===== src/rtl/rb_isa_pkg.sv =====
// Shared ISA constants and the class/type -> opcode/funct lookup,
// used by both the encoder and the decoder.
package rb_isa_pkg;

    localparam logic [2:0] DP_ARITH  = 3'd1;
    localparam logic [2:0] DP_LOGIC  = 3'd2;
    localparam logic [2:0] DP_MEM    = 3'd3;
    localparam logic [2:0] DP_CMP    = 3'd4;
    localparam logic [2:0] DP_JUMP   = 3'd5;
    localparam logic [2:0] DP_BRANCH = 3'd6;

    localparam logic [3:0] TY_ADD  = 4'd0;
    localparam logic [3:0] TY_SUB  = 4'd1;
    localparam logic [3:0] TY_ORI  = 4'd2;
    localparam logic [3:0] TY_ANDI = 4'd3;
    localparam logic [3:0] TY_LUI  = 4'd4;
    localparam logic [3:0] TY_SLTI = 4'd5;
    localparam logic [3:0] TY_SB   = 4'd0;
    localparam logic [3:0] TY_SH   = 4'd1;
    localparam logic [3:0] TY_CMP  = 4'd6;
    localparam logic [3:0] TY_BEQ  = 4'd7;
    localparam logic [3:0] TY_BNE  = 4'd8;
    localparam logic [3:0] TY_BGTZ = 4'd9;

    localparam logic [5:0] OP_RTYPE = 6'd0;
    localparam logic [5:0] OP_ORI   = 6'd13;
    localparam logic [5:0] OP_ANDI  = 6'd12;
    localparam logic [5:0] OP_LUI   = 6'd15;
    localparam logic [5:0] OP_SLTI  = 6'd10;
    localparam logic [5:0] OP_SB    = 6'd40;
    localparam logic [5:0] OP_SH    = 6'd41;
    localparam logic [5:0] OP_CMP   = 6'd32;
    localparam logic [5:0] OP_J     = 6'd56;
    localparam logic [5:0] OP_BEQ   = 6'd20;
    localparam logic [5:0] OP_BNE   = 6'd21;
    localparam logic [5:0] OP_BGTZ  = 6'd23;

    localparam logic [5:0] FN_ADD = 6'd32;
    localparam logic [5:0] FN_SUB = 6'd34;

    typedef enum logic [1:0] {FMT_R, FMT_I, FMT_J} fmt_e;

    typedef struct packed {
        logic       legal;
        fmt_e       fmt;
        logic [5:0] opcode;
        logic [5:0] funct;
    } enc_s;

    function automatic enc_s isa_lookup(input logic [2:0] dp, input logic [3:0] ty);
        enc_s e;
        e.legal  = 1'b0;
        e.fmt    = FMT_I;
        e.opcode = OP_RTYPE;
        e.funct  = 6'd0;
        case (dp)
            DP_ARITH: begin
                e.fmt = FMT_R;
                case (ty)
                    TY_ADD:  begin e.legal = 1'b1; e.funct = FN_ADD; end
                    TY_SUB:  begin e.legal = 1'b1; e.funct = FN_SUB; end
                    default: e.legal = 1'b0;
                endcase
            end
            DP_LOGIC: begin
                e.legal = 1'b1;
                case (ty)
                    TY_ORI:  e.opcode = OP_ORI;
                    TY_ANDI: e.opcode = OP_ANDI;
                    TY_LUI:  e.opcode = OP_LUI;
                    TY_SLTI: e.opcode = OP_SLTI;
                    default: e.legal  = 1'b0;
                endcase
            end
            DP_MEM: begin
                e.legal = 1'b1;
                case (ty)
                    TY_SB:   e.opcode = OP_SB;
                    TY_SH:   e.opcode = OP_SH;
                    default: e.legal  = 1'b0;
                endcase
            end
            DP_CMP: begin
                e.legal  = (ty == TY_CMP);
                e.opcode = OP_CMP;
            end
            // Jumps ignore the type field entirely.
            DP_JUMP: begin
                e.legal  = 1'b1;
                e.fmt    = FMT_J;
                e.opcode = OP_J;
            end
            DP_BRANCH: begin
                e.legal = 1'b1;
                case (ty)
                    TY_BEQ:  e.opcode = OP_BEQ;
                    TY_BNE:  e.opcode = OP_BNE;
                    TY_BGTZ: e.opcode = OP_BGTZ;
                    default: e.legal  = 1'b0;
                endcase
            end
            default: e.legal = 1'b0;
        endcase
        return e;
    endfunction

endpackage


===== src/rtl/ins_fifo.sv =====
// Small register-based FIFO holding encoded instruction words.
// Read data is forced to zero while empty so the head never shows stale data.
module ins_fifo #(
    parameter int DEPTH = 4
) (
    input  logic        clk,
    input  logic        rst_n,
    input  logic        push_i,
    input  logic        pop_i,
    input  logic [31:0] wdata_i,
    output logic [31:0] rdata_o,
    output logic        full_o,
    output logic        empty_o
);

    localparam int AW = $clog2(DEPTH);
    localparam logic [AW:0] FULL_CNT = (AW + 1)'(DEPTH);

    logic [31:0]   mem_q [DEPTH];
    logic [AW-1:0] wr_ptr_q, rd_ptr_q;
    logic [AW:0]   count_q, count_d;
    logic          do_push, do_pop;

    assign full_o  = (count_q == FULL_CNT);
    assign empty_o = (count_q == '0);
    assign do_push = push_i & ~full_o;
    assign do_pop  = pop_i & ~empty_o;
    assign rdata_o = empty_o ? 32'd0 : mem_q[rd_ptr_q];

    always_comb begin
        count_d = count_q;
        if (do_push && !do_pop) begin
            count_d = count_q + (AW + 1)'(1);
        end else if (do_pop && !do_push) begin
            count_d = count_q - (AW + 1)'(1);
        end
    end

    always_ff @(posedge clk) begin
        if (do_push) begin
            mem_q[wr_ptr_q] <= wdata_i;
        end
    end

    // DEPTH is a power of two, so pointers wrap by plain overflow.
    always_ff @(posedge clk or negedge rst_n) begin
        if (!rst_n) begin
            wr_ptr_q <= '0;
            rd_ptr_q <= '0;
            count_q  <= '0;
        end else begin
            if (do_push) wr_ptr_q <= wr_ptr_q + AW'(1);
            if (do_pop)  rd_ptr_q <= rd_ptr_q + AW'(1);
            count_q <= count_d;
        end
    end

endmodule


===== src/rtl/ins_encode.sv =====
// Instruction encoder: maps class/type/fields to a 32-bit word queued in ins_fifo.
// Define ENC_ERR_CNT_EN to build the saturating illegal-request counter.
module ins_encode #(
    parameter int DEPTH = 4
) (
    input  logic        clk,
    input  logic        rst_n,
    input  logic        in_valid,
    output logic        in_ready,
    input  logic [2:0]  data_path,
    input  logic [3:0]  op_type,
    input  logic [4:0]  rs,
    input  logic [4:0]  rt,
    input  logic [4:0]  rd,
    input  logic [15:0] imm,
    input  logic [25:0] target,
    output logic [31:0] ins,
    output logic        ins_valid,
    input  logic        ins_ready,
    output logic        err_pulse,
    output logic [7:0]  err_cnt
);

    import rb_isa_pkg::*;

    enc_s        enc;
    logic [31:0] word;
    logic        accept, push, pop;
    logic        fifo_full, fifo_empty;
    logic        err_pulse_q, err_pulse_d;

    always_comb begin
        enc = isa_lookup(data_path, op_type);
        case (enc.fmt)
            FMT_R:   word = {enc.opcode, rs, rt, rd, 5'd0, enc.funct};
            FMT_I:   word = {enc.opcode, rs, rt, imm};
            default: word = {enc.opcode, target};
        endcase
    end

    assign in_ready    = ~fifo_full;
    assign ins_valid   = ~fifo_empty;
    assign accept      = in_valid & in_ready;
    assign push        = accept & enc.legal;
    assign pop         = ins_valid & ins_ready;
    // Illegal requests are still handshaken so the producer never stalls on them.
    assign err_pulse_d = accept & ~enc.legal;
    assign err_pulse   = err_pulse_q;

    always_ff @(posedge clk or negedge rst_n) begin
        if (!rst_n) begin
            err_pulse_q <= 1'b0;
        end else begin
            err_pulse_q <= err_pulse_d;
        end
    end

`ifdef ENC_ERR_CNT_EN
    logic [7:0] err_cnt_q, err_cnt_d;

    always_comb begin
        err_cnt_d = err_cnt_q;
        if (err_pulse_d && (err_cnt_q != 8'hFF)) begin
            err_cnt_d = err_cnt_q + 8'd1;
        end
    end

    always_ff @(posedge clk or negedge rst_n) begin
        if (!rst_n) begin
            err_cnt_q <= 8'd0;
        end else begin
            err_cnt_q <= err_cnt_d;
        end
    end

    assign err_cnt = err_cnt_q;
`else
    assign err_cnt = 8'd0;
`endif

    ins_fifo #(
        .DEPTH(DEPTH)
    ) u_fifo (
        .clk     (clk),
        .rst_n   (rst_n),
        .push_i  (push),
        .pop_i   (pop),
        .wdata_i (word),
        .rdata_o (ins),
        .full_o  (fifo_full),
        .empty_o (fifo_empty)
    );

endmodule


===== config.mk =====
export PLATFORM = sky130hd
export DESIGN_NAME = ins_encode
export DESIGN_NICKNAME = d
export VERILOG_FILES = /design/src/rtl/rb_isa_pkg.sv /design/src/rtl/ins_fifo.sv /design/src/rtl/ins_encode.sv
export SDC_FILE = /design/constraint.sdc
export NUM_CORES = 1
export LEC_CHECK = 0
export ABC_AREA = 1
export BUFFER_PORTS_ARGS = -buffer_cell sky130_fd_sc_hd__buf_4
export CAP_MARGIN = 10
export CORE_UTILIZATION = 45
export DETAILED_ROUTE_END_ITERATION = 12
export GPL_TIMING_DRIVEN = 1
export PLACE_DENSITY_LB_ADDON = 0.1
export SETUP_SLACK_MARGIN = 0.05
export SLEW_MARGIN = 20
export SYNTH_ARGS = -nofsm -noshare
export SYNTH_HDL_FRONTEND = slang
export SYNTH_SLANG_ARGS = --single-unit

===== constraint.sdc =====
create_clock -name clk -period 7.5 [get_ports clk]
set_input_delay 0.375 -clock clk [delete_from_list [all_inputs] [get_ports clk]]
set_output_delay 0.375 -clock clk [all_outputs]
set_load 0.005 [all_outputs]

==> results by group <==
Run status
  – Status: completed

Clock tree
  – Max H-tree Level: 4
  – PostCTS Resize Cnt: 0
  – Clock Sinks: 136
  – CTS tree: yes
  – Clk pin slew, worst setup/hold paths: 50 ps
  – Worst-case clock buffer depth: 2
  – CTS root buf: clkbuf_16
  – Clock latency at the later pin of the worst-skew pair: 410 ps
  – CTS Buf Count: 17

Die
  – Initial core utilization: 0.468
  – # IOs: 111
  – Rows: 41
  – Core area: 12,800 um2
  – Die area: 13,800 um2
  – Die Ht: 117 um
  – Die width: 117 um

Detailed routing
  – Vias: 4,280
  – Routed WL per cell: 15.8 um
  – Post-Route WL: 13,300 um
  – Drt drc: 0
  – Antenna Nets Post-Route: 0
  – First-pass detailed-route iteration total: 5
  – Vias per inst: 5.09
  – Starting DRC count in detailed routing: 297

GRT
  – First-pass GRT wire length: 21,000 um
  – GRT Util Overall: 0.199
  – Vias in the first global route: 4,172
  – Initial antenna violation count: 0
  – Largest net degree at the start of global routing: 68
  – Total gr overflow: 0

STA
  – Setup TNS: 0 ps
  – Final setup margin: 4470 ps
  – Post-route minimum period: 3030 ps
  – Fmax: 330 MHz
  – Final critical-path share of the clock period: 0.404
  – Clock skew after layout: 7.71 ps
  – Max transition margin: 0.294
  – RSZ-0062 raised after global routing: no
  – Final Hold Fails: 0
  – Max-slew violations: 0
  – Setup violations, final: 0
  – Min Hold Slack: 222 ps
  – Slew @ Worst Pin: 1060 ps

Setup path
  – Arr. time, crit path: 2660 ps
  – Required @ worst endpoint: 7120 ps
  – Crit-path slowest cell: inv_2
  – Most frequent CP cell: buf_4
  – Worst-path maximum fanout: 67
  – Worst Reg-to-Reg Cells: 12
  – R2R setup slack: 4830 ps
  – Critical R2R Capture: u_fifo.count_q[2]$_DFFE_PN0P_
  – Buffer and inverter count on the worst path: 3
  – Crit-path cells: buf_4 > inv_2 > o21ai_0 > a21oi_1 > buf_4
  – Worst setup SP type: register
  – CP delay by family, top: buffers and inverters
  – CP max stage delay: 610 ps
  – Worst setup EP type: primary output
  – Reg2reg start: u_fifo.count_q[0]$_DFFE_PN0P_
  – Kind of critical path: register to primary output

Placed design
  – Place WS: 4750 ps
  – Post-DP HPWL: 7820 um
  – Port bufs: 102
  – GPL Wtd Cong: 0.819
  – Post-DP Area: 6900 um2

Synthesis
  – Syn Inst Count: 558
  – Synth warn: 0
  – Post-synthesis area per instance: 10.7 um2
  – Post-Syn Area: 6000 um2
  – Distinct cells, synth: 31
  – Sequential element share of the synthesized area: 0.674
  – Yosys reg bits: 136

Layout
  – Fill count: 1,090
  – Post-layout nets: 731
  – N_diodes: 0
  – Area delta synth->final: 23.6%
  – Layout cells sized above 1: 0.220
  – Register area: 4050 um2
  – Multi-input logic area: 1740 um2
  – Fin area: 7410 um2
  – Final Util: 0.578

Flow run
  – Maxcap violations: 0

Worst hold path
  – HP Class: input pin to register
  – Worst Hold End: err_pulse$_DFF_PN0_
  – Hold path depth: 3
  – Hold_sp: in_valid

Power and ir drop
  – VDD IR-drop max: 0.000208 V
  – Leakage: 2.88 nW
  – Power per cell area: 338 nW/um2
area by class of cell:
class,instances,share of cell area
clock buffer,24,0.0609
clock inverter,7,0.00405
inverter,28,0.0142
multi-input combinational,366,0.235
sequential,136,0.546
tap,172,0.0290
timing repair buffer,108,0.111
report_power, final:
part / switching (mW) / leakage (nW) / internal [mW]
clock: 0.274 / 0.236 / 0.412
sequential: 0.0222 / 1.26 / 0.892
combinational: 0.524 / 1.39 / 0.379
total: 0.821 / 2.88 / 1.68
Yosys cell counts (all sizes together):
| cell type | count | area (um2) |
|---|---|---|
| nand3 | 8 | 45.0 |
| o22ai | 5 | 31.3 |
| buf | 24 | 133 |
| o311ai | 1 | 8.76 |
| ha | 5 | 62.6 |
| o211ai | 1 | 7.51 |
| a22o | 9 | 78.8 |
| nor2 | 159 | 612 |
| o21ai | 66 | 330 |
| inv | 27 | 101 |
| xnor2 | 2 | 17.5 |
| clkinv | 1 | 3.75 |
| dfrtp | 8 | 200 |
| nand4 | 1 | 6.26 |
| nand2 | 61 | 244 |
| clkbuf | 11 | 41.3 |
| o221ai | 1 | 8.76 |
| or2 | 1 | 6.26 |
| xor2 | 2 | 17.5 |
| a21oi | 35 | 175 |
| edfxtp | 128 | 3840 |
| conb | 1 | 3.75 |
| fa | 1 | 20.0 |
placed cells by master (no fill, tap or decap), types with 2 or more instances in the layout:
cell type and n:
nor2_1 150, clkbuf_1 7, clkinv_2 3, nand2_1 59
dfrtp_1 7, xor2_1 2, o22ai_1 5, o21ai_0 65
nor2_4 6, a22o_1 9, nand3_1 7, xnor2_1 2
conb_1 8, clkinv_1 4, buf_4 106, ha_1 5
inv_1 22, clkbuf_16 17, edfxtp_1 128, nor2_2 3
inv_2 6, a21oi_1 35, nand2_4 2
registers in the layout, summed over array words and instances (netlist names):
name and count:
u_fifo.mem_q 128, u_fifo.count_q 3, u_fifo.rd_ptr_q 2, u_fifo.wr_ptr_q 2, err_pulse 1
metrics by stage:
step | power [mW] | std cells
6_report | 2.51 | 841
5_1_grt | 2.65 | 841
4_1_cts | 2.52 | 840
3_5_place_dp | 1.84 | 808
3_3_place_gp | 1.82 | 808
2_1_floorplan | 1.44 | 565
logic make-up (layout without fill, tap and decap cells):
group / count (synthesis) / in the layout / synth area share
simple gates: 230 / 230 / 0.152
fa+ha+maj: 6 / 6 / 0.0138
xor+xnor: 4 / 4 / 0.00584
flops: 136 / 136 / 0.674
buf+inv: 63 / 167 / 0.0465
compound gates: 118 / 118 / 0.107
other cells: 1 / 8 / 0.000625
per-layer routing:
| layer | GRT usage | up-vias | share of wire |
|---|---|---|---|
| li1 | - | 2102 | - |
| met1 | 0.243 | 2026 | 0.45 |
| met2 | 0.339 | 137 | 0.49 |
| met3 | 0.0451 | 15 | 0.051 |
| met4 | 0.0889 | 0 | 0.013 |
| met5 | 0 | - | 0 |
timing repair:
action / in CTS / in global routing
endpoints found under the hold margin: 8 / 0
hold buffers: 1 / 0
buffers inserted: 0 / 0
how the worst max path moves through the flow:
stage	from	endpoint	cells after the start
final	u_fifo.rd_ptr_q[0]$_DFFE_PN0P_	ins[16]	5
after global placement	data_path[1]	u_fifo.mem_q[1][6]$_DFFE_PP_	9
after detailed placement	data_path[1]	u_fifo.mem_q[1][6]$_DFFE_PP_	9
after floorplan	op_type[2]	u_fifo.mem_q[0][0]$_DFFE_PP_	9
after CTS	u_fifo.rd_ptr_q[0]$_DFFE_PN0P_	ins[4]	5
after global routing	u_fifo.rd_ptr_q[0]$_DFFE_PN0P_	ins[20]	5
tightest hold or removal path, delay by kind of cell:
kind	cells	cell delay [ps]
AND/OR/NAND/NOR	2	120
buffers and inverters	1	110
Note: power is estimated with default switching activity, not from simulation.
